File: src/rtl/rf_access_sequencer.sv
// Register-file access sequencer: arbitrates operand reads against a small
// write-back FIFO so that READ and WRITE never coincide and reads never see stale data.
module rf_access_sequencer #(
   parameter int DATA_W   = 32,
   parameter int ADDR_W   = 5,
   parameter int WB_DEPTH = 4
) (
   input  logic              CLK,
   input  logic              RST,
   input  logic              rd_req,
   input  logic [ADDR_W-1:0] rd_addr1,
   input  logic [ADDR_W-1:0] rd_addr2,
   output logic              rd_valid,
   output logic [DATA_W-1:0] op1,
   output logic [DATA_W-1:0] op2,
   input  logic              wb_req,
   input  logic [ADDR_W-1:0] wb_addr,
   input  logic [DATA_W-1:0] wb_data,
   output logic              wb_full,
   output logic              wb_overflow,
   output logic              RF_READ,
   output logic              RF_WRITE,
   output logic [ADDR_W-1:0] RF_ADDR_R1,
   output logic [ADDR_W-1:0] RF_ADDR_R2,
   output logic [ADDR_W-1:0] RF_ADDR_W,
   output logic [DATA_W-1:0] RF_DATA_W,
   input  logic [DATA_W-1:0] RF_DATA_R1,
   input  logic [DATA_W-1:0] RF_DATA_R2
);

   localparam int PTR_W = (WB_DEPTH > 1) ? $clog2(WB_DEPTH) : 1;
   localparam int CNT_W = PTR_W + 1;
   localparam int unsigned DEPTH_U = WB_DEPTH;

   typedef enum logic [1:0] {IDLE, RD, WR} state_t;

   state_t              state_q, state_d;
   logic [PTR_W-1:0]    wr_ptr_q, wr_ptr_d;
   logic [PTR_W-1:0]    rd_ptr_q, rd_ptr_d;
   logic [CNT_W-1:0]    count_q, count_d;
   logic [WB_DEPTH-1:0] valid_q, valid_d;
   logic [ADDR_W-1:0]   fifo_addr_q [WB_DEPTH];
   logic [ADDR_W-1:0]   fifo_addr_d [WB_DEPTH];
   logic [DATA_W-1:0]   fifo_data_q [WB_DEPTH];
   logic [DATA_W-1:0]   fifo_data_d [WB_DEPTH];
   logic                rd_valid_q, rd_valid_d;
   logic [DATA_W-1:0]   op1_q, op1_d;
   logic [DATA_W-1:0]   op2_q, op2_d;
   logic                overflow_q, overflow_d;

   logic                push, pop, hazard, pending_rd, full_eval;
   logic [CNT_W-1:0]    count_eval;
   logic [WB_DEPTH-1:0] valid_eval;

   assign wb_full     = (count_q == CNT_W'(WB_DEPTH));
   assign wb_overflow = overflow_q;
   assign rd_valid    = rd_valid_q;
   assign op1         = op1_q;
   assign op2         = op2_q;
   assign RF_READ     = (state_q == RD);
   assign RF_WRITE    = (state_q == WR);
   assign RF_ADDR_R1  = rd_addr1;
   assign RF_ADDR_R2  = rd_addr2;
   assign RF_ADDR_W   = fifo_addr_q[rd_ptr_q];
   assign RF_DATA_W   = fifo_data_q[rd_ptr_q];

   // FIFO bookkeeping: push, pop, overflow flag
   always_comb begin
      push        = wb_req && !wb_full && (wb_addr != '0);
      pop         = (state_q == WR);
      wr_ptr_d    = wr_ptr_q;
      rd_ptr_d    = rd_ptr_q;
      valid_d     = valid_q;
      fifo_addr_d = fifo_addr_q;
      fifo_data_d = fifo_data_q;
      overflow_d  = overflow_q | (wb_req && wb_full);
      if (pop) begin
         valid_d[rd_ptr_q] = 1'b0;
         rd_ptr_d          = rd_ptr_q + PTR_W'(1);
      end
      if (push) begin
         valid_d[wr_ptr_q]     = 1'b1;
         fifo_addr_d[wr_ptr_q] = wb_addr;
         fifo_data_d[wr_ptr_q] = wb_data;
         wr_ptr_d              = wr_ptr_q + PTR_W'(1);
      end
      count_d = count_q + CNT_W'(push) - CNT_W'(pop);
   end

   // Arbitration sees the queue with this cycle's WR entry already retired,
   // otherwise a single-entry queue would be written twice.
   always_comb begin
      count_eval = count_q - CNT_W'(pop);
      full_eval  = (count_eval == CNT_W'(WB_DEPTH));
      valid_eval = valid_q;
      if (pop) valid_eval[rd_ptr_q] = 1'b0;
      hazard = 1'b0;
      for (int unsigned i = 0; i < DEPTH_U; i++) begin
         if (valid_eval[PTR_W'(i)] &&
             ((fifo_addr_q[PTR_W'(i)] == rd_addr1) || (fifo_addr_q[PTR_W'(i)] == rd_addr2)))
            hazard = 1'b1;
      end
      hazard     = hazard && rd_req;
      pending_rd = rd_req && (state_q != RD) && !rd_valid_q;

      if ((count_eval != '0) && (full_eval || hazard || !pending_rd))
         state_d = WR;
      else if (pending_rd)
         state_d = RD;
      else
         state_d = IDLE;
   end

   always_comb begin
      rd_valid_d = (state_q == RD);
      op1_d      = op1_q;
      op2_d      = op2_q;
      if (state_q == RD) begin
         op1_d = RF_DATA_R1;
         op2_d = RF_DATA_R2;
      end
   end

   always_ff @(posedge CLK) begin
      if (RST) begin
         state_q    <= IDLE;
         wr_ptr_q   <= '0;
         rd_ptr_q   <= '0;
         count_q    <= '0;
         valid_q    <= '0;
         rd_valid_q <= 1'b0;
         op1_q      <= '0;
         op2_q      <= '0;
         overflow_q <= 1'b0;
         for (int unsigned i = 0; i < DEPTH_U; i++) begin
            fifo_addr_q[PTR_W'(i)] <= '0;
            fifo_data_q[PTR_W'(i)] <= '0;
         end
      end else begin
         state_q     <= state_d;
         wr_ptr_q    <= wr_ptr_d;
         rd_ptr_q    <= rd_ptr_d;
         count_q     <= count_d;
         valid_q     <= valid_d;
         rd_valid_q  <= rd_valid_d;
         op1_q       <= op1_d;
         op2_q       <= op2_d;
         overflow_q  <= overflow_d;
         fifo_addr_q <= fifo_addr_d;
         fifo_data_q <= fifo_data_d;
      end
   end

endmodule

File: config.mk
export PLATFORM = sky130hd
export DESIGN_NAME = rf_access_sequencer
export DESIGN_NICKNAME = d
export VERILOG_FILES = /design/src/rtl/rf_access_sequencer.sv
export SDC_FILE = /design/constraint.sdc
export NUM_CORES = 1
export LEC_CHECK = 0
export BUFFER_PORTS_ARGS = -buffer_cell sky130_fd_sc_hd__buf_4
export CORE_UTILIZATION = 40
export DETAILED_ROUTE_END_ITERATION = 7
export SYNTH_ARGS = -nofsm -noshare
export SYNTH_HDL_FRONTEND = slang
export SYNTH_SLANG_ARGS = --single-unit
File: constraint.sdc
create_clock -name CLK -period 3.09 [get_ports CLK]
set_clock_uncertainty 0.1 [all_clocks]
set_input_delay 0.618 -clock CLK [delete_from_list [all_inputs] [get_ports CLK]]
set_output_delay 0.618 -clock CLK [all_outputs]
set_load 0.01 [all_outputs]
==> flow_summary.json <==
{
  "ios": 231,
  "dr.pass1.iters": 4,
  "crit_path_max_fanout": 19,
  "cts_max_level": 1,
  "pwr_density_cell_nw_per_um2": 710,
  "min_period_ps": 2880,
  "port_buffers": 230,
  "root_buffer": "clkbuf_16",
  "path_common_cell": "buf_4",
  "wl_per_cell_um": 16.2,
  "fin_crit_sh_pct": 93.3,
  "grt_max_degree": 79,
  "crit_arrival_ps": 2170,
  "syn_area_um2": 9800,
  "drive_gt1_share_pct": 29.4,
  "status": "finished clean",
  "dp_hpwl_um": 17600,
  "fmax_ghz": 0.347,
  "synth_cells": 1136,
  "slowest_stage": "dfxtp_2",
  "synth_edf_count": 0,
  "ys_seq_elements": 227,
  "critPathLaunchType": "flip-flop",
  "rows": 56,
  "crit_start": "rd_ptr_q[0]",
  "fin_cells": 1656,
  "switching_share_pct": 29.5,
  "drcViolationCount": 0,
  "die_h_um": 159,
  "core_area_um2": 23800,
  "cts-resized-gates": 0,
  "grt.overflow.total": 0,
  "num_vias": 8215,
  "ys_async_sr_fraction_pct": 0,
  "p_int_mw": 6.25,
  "initial_core_util_pct": 41.3,
  "slew_violations": 0,
  "placed_cell_area_um2": 11600,
  "slew_headroom_pct": 55.5,
  "synth_cell_types": 36,
  "tritoncts": "yes",
  "antennaDiodeCount": 0,
  "ys_warn_count": 0,
  "grt_util_all_layers_pct": 20.6,
  "seqPwrFrac_pct": 39.2,
  "p_comb_share_pct": 24.1,
  "cts_buffers": 25,
  "routed_wl_um": 26800,
  "synth_nets": 1263,
  "pwr-share-clk_pct": 36.7,
  "finalHoldViolCount": 0,
  "die_area_um2": 25100,
  "max_cap_viol_count": 0,
  "finalSetupTns_ps": 0,
  "drt_iter0_markers": 477,
  "worst_pin_slew_ps": 667,
  "worstSetupPathType": "flip-flop to output pin",
  "cts_buffer_depth": 3,
  "rsz0062_at_grt": "no",
  "clk_latency_ps": 520,
  "rr_startpoint": "count_q[2]",
  "setup_viol": 0,
  "die_w_um": 159,
  "clk_pin_slew_ps": 60,
  "cts_setup_buffers": 0,
  "power_leakage_nw": 4.68,
  "dp.cells": 1610,
  "crit_required_ps": 2370,
  "yosysSeqAreaShare_pct": 46.4,
  "min_path_type": "input port to flip-flop",
  "ff2ff_setup_slack_ps": 820,
  "power_mw": 8.86,
  "crit_chain": "buf_4 > mux4_2 > buf_4",
  "slowest_delay_ps": 710,
  "worstHoldStart": "wb_req",
  "irDropWorstVdd_mv": 0.353,
  "cp-end-kind": "output pin",
  "syn_area_per_cell_um2": 8.63,
  "final_area_um2": 12500,
  "ant_nets": 0,
  "vias_per_cell": 4.96,
  "place_congestion": 0.852,
  "holdBufCountCts": 0,
  "nets": 1445,
  "cts.sink_count": 227,
  "synthFlopType": "dfxtp_1",
  "grt_pass1_vias": 7644,
  "grt_pass1_wl_um": 40600,
  "syn2layout_area_growth_pct": 27.3,
  "antenna_found_initial": 0,
  "power_switching_mw": 2.61
}
-- path summary, 6_finish.rpt --
| path | end | depth (start not counted) |
|---|---|---|
| setup / recovery | RF_DATA_W[9] | 3 |
| hold / removal | wb_overflow | 3 |
| setup reg to reg | count_q[2] | 11 |
| hold reg to reg | fifo_data_q[60] | 2 |
-- layer usage --
layer | up-vias | global-route usage, % | wire length (µm) | share of wire [%]
li1 | 4100 | - | - | -
met1 | 3843 | 26.0 | 11800 | 44
met2 | 239 | 35.9 | 12700 | 48
met3 | 33 | 4.06 | 1760 | 6.6
met4 | 0 | 4.95 | 443 | 1.7
met5 | - | 0 | 0 | 0
-- through the flow --
stage | hold WS (ps) | util, % | setup WS (ps)
global placement | 338 | 48.7 | 524
detailed placement | 345 | 48.7 | 521
floorplan | 332 | - | 566
global route | 231 | 52.5 | 74.3
finish | 235 | 52.5 | 206
CTS | 217 | 52.5 | 134
-- power by group through the flow --
| stage | sequential [mW] | clock [mW] | combinational [mW] |
|---|---|---|---|
| 4_1_cts | 3.48 | 3.33 | 2.16 |
| 6_report | 3.47 | 3.25 | 2.13 |
| 3_5_place_dp | 3.54 | 0 | 2.15 |
| 3_3_place_gp | 3.53 | 0 | 2.14 |
| 5_1_grt | 3.52 | 3.44 | 2.34 |
| 2_1_floorplan | 3.49 | 0 | 1.32 |
-- final cells by class --
class | count | area [µm²]
fill | 2250 | 11300
multi-input combinational | 798 | 4590
sequential | 227 | 4550
timing repair buffer | 255 | 1980
clock buffer | 33 | 716
tap | 319 | 399
clock inverter | 13 | 199
inverter | 11 | 41.3
-- placed cells by master (no fill, tap or decap), types with 4 or more instances in the layout --
| cell type | n |
|---|---|
| xnor2_1 | 43 |
| nand4_1 | 8 |
| dfxtp_1 | 225 |
| nand3_1 | 8 |
| nand3b_1 | 4 |
| o22ai_1 | 4 |
| nor2_1 | 11 |
| nand2_2 | 10 |
| clkinv_2 | 5 |
| clkbuf_16 | 25 |
| mux4_2 | 37 |
| bufinv_16 | 5 |
| nand2_1 | 423 |
| a21oi_2 | 39 |
| clkbuf_8 | 6 |
| ha_1 | 11 |
| inv_1 | 10 |
| buf_4 | 249 |
| buf_12 | 5 |
| a21oi_1 | 180 |
-- cell families (layout without fill, tap and decap cells) --
kind of cell | Yosys count | after routing | share of synthesized area, %
xor+xnor | 45 | 45 | 4.02
compound gates | 227 | 227 | 13.3
flops | 227 | 227 | 46.4
buf+inv | 111 | 312 | 6.80
fa+ha+maj | 12 | 12 | 1.61
simple gates | 477 | 477 | 19.4
mux | 37 | 37 | 8.50
-- registers in the layout (all words and copies together), names as in the netlist --
signal	count
fifo_data_q	128
fifo_addr_q	20
op2	32
rd_valid	1
op1	32
valid_q	4
rd_ptr_q	2
state_q	2
count_q	3
wb_overflow	1
wr_ptr_q	2
-- worst max-delay path: cells and delay by family (launching register included) --
| kind | cells | cell delay [ps] |
|---|---|---|
| multiplexers | 1 | 380 |
| buffers and inverters | 2 | 550 |
| flip-flops | 1 | 710 |
-- cell usage after synthesis, drive strengths merged (8+ instances only) --
library cell / instances / area (µm²)
dfxtp: 227 / 4540
ha: 11 / 138
buf: 65 / 487
nand2: 433 / 1650
mux4: 37 / 833
inv: 11 / 41.3
a21oi: 219 / 1240
nand4: 8 / 50.1
clkbuf: 35 / 139
nand3: 8 / 40.0
nor2: 11 / 41.3
xnor2: 43 / 377
Note: power is estimated with default switching activity, not from simulation.
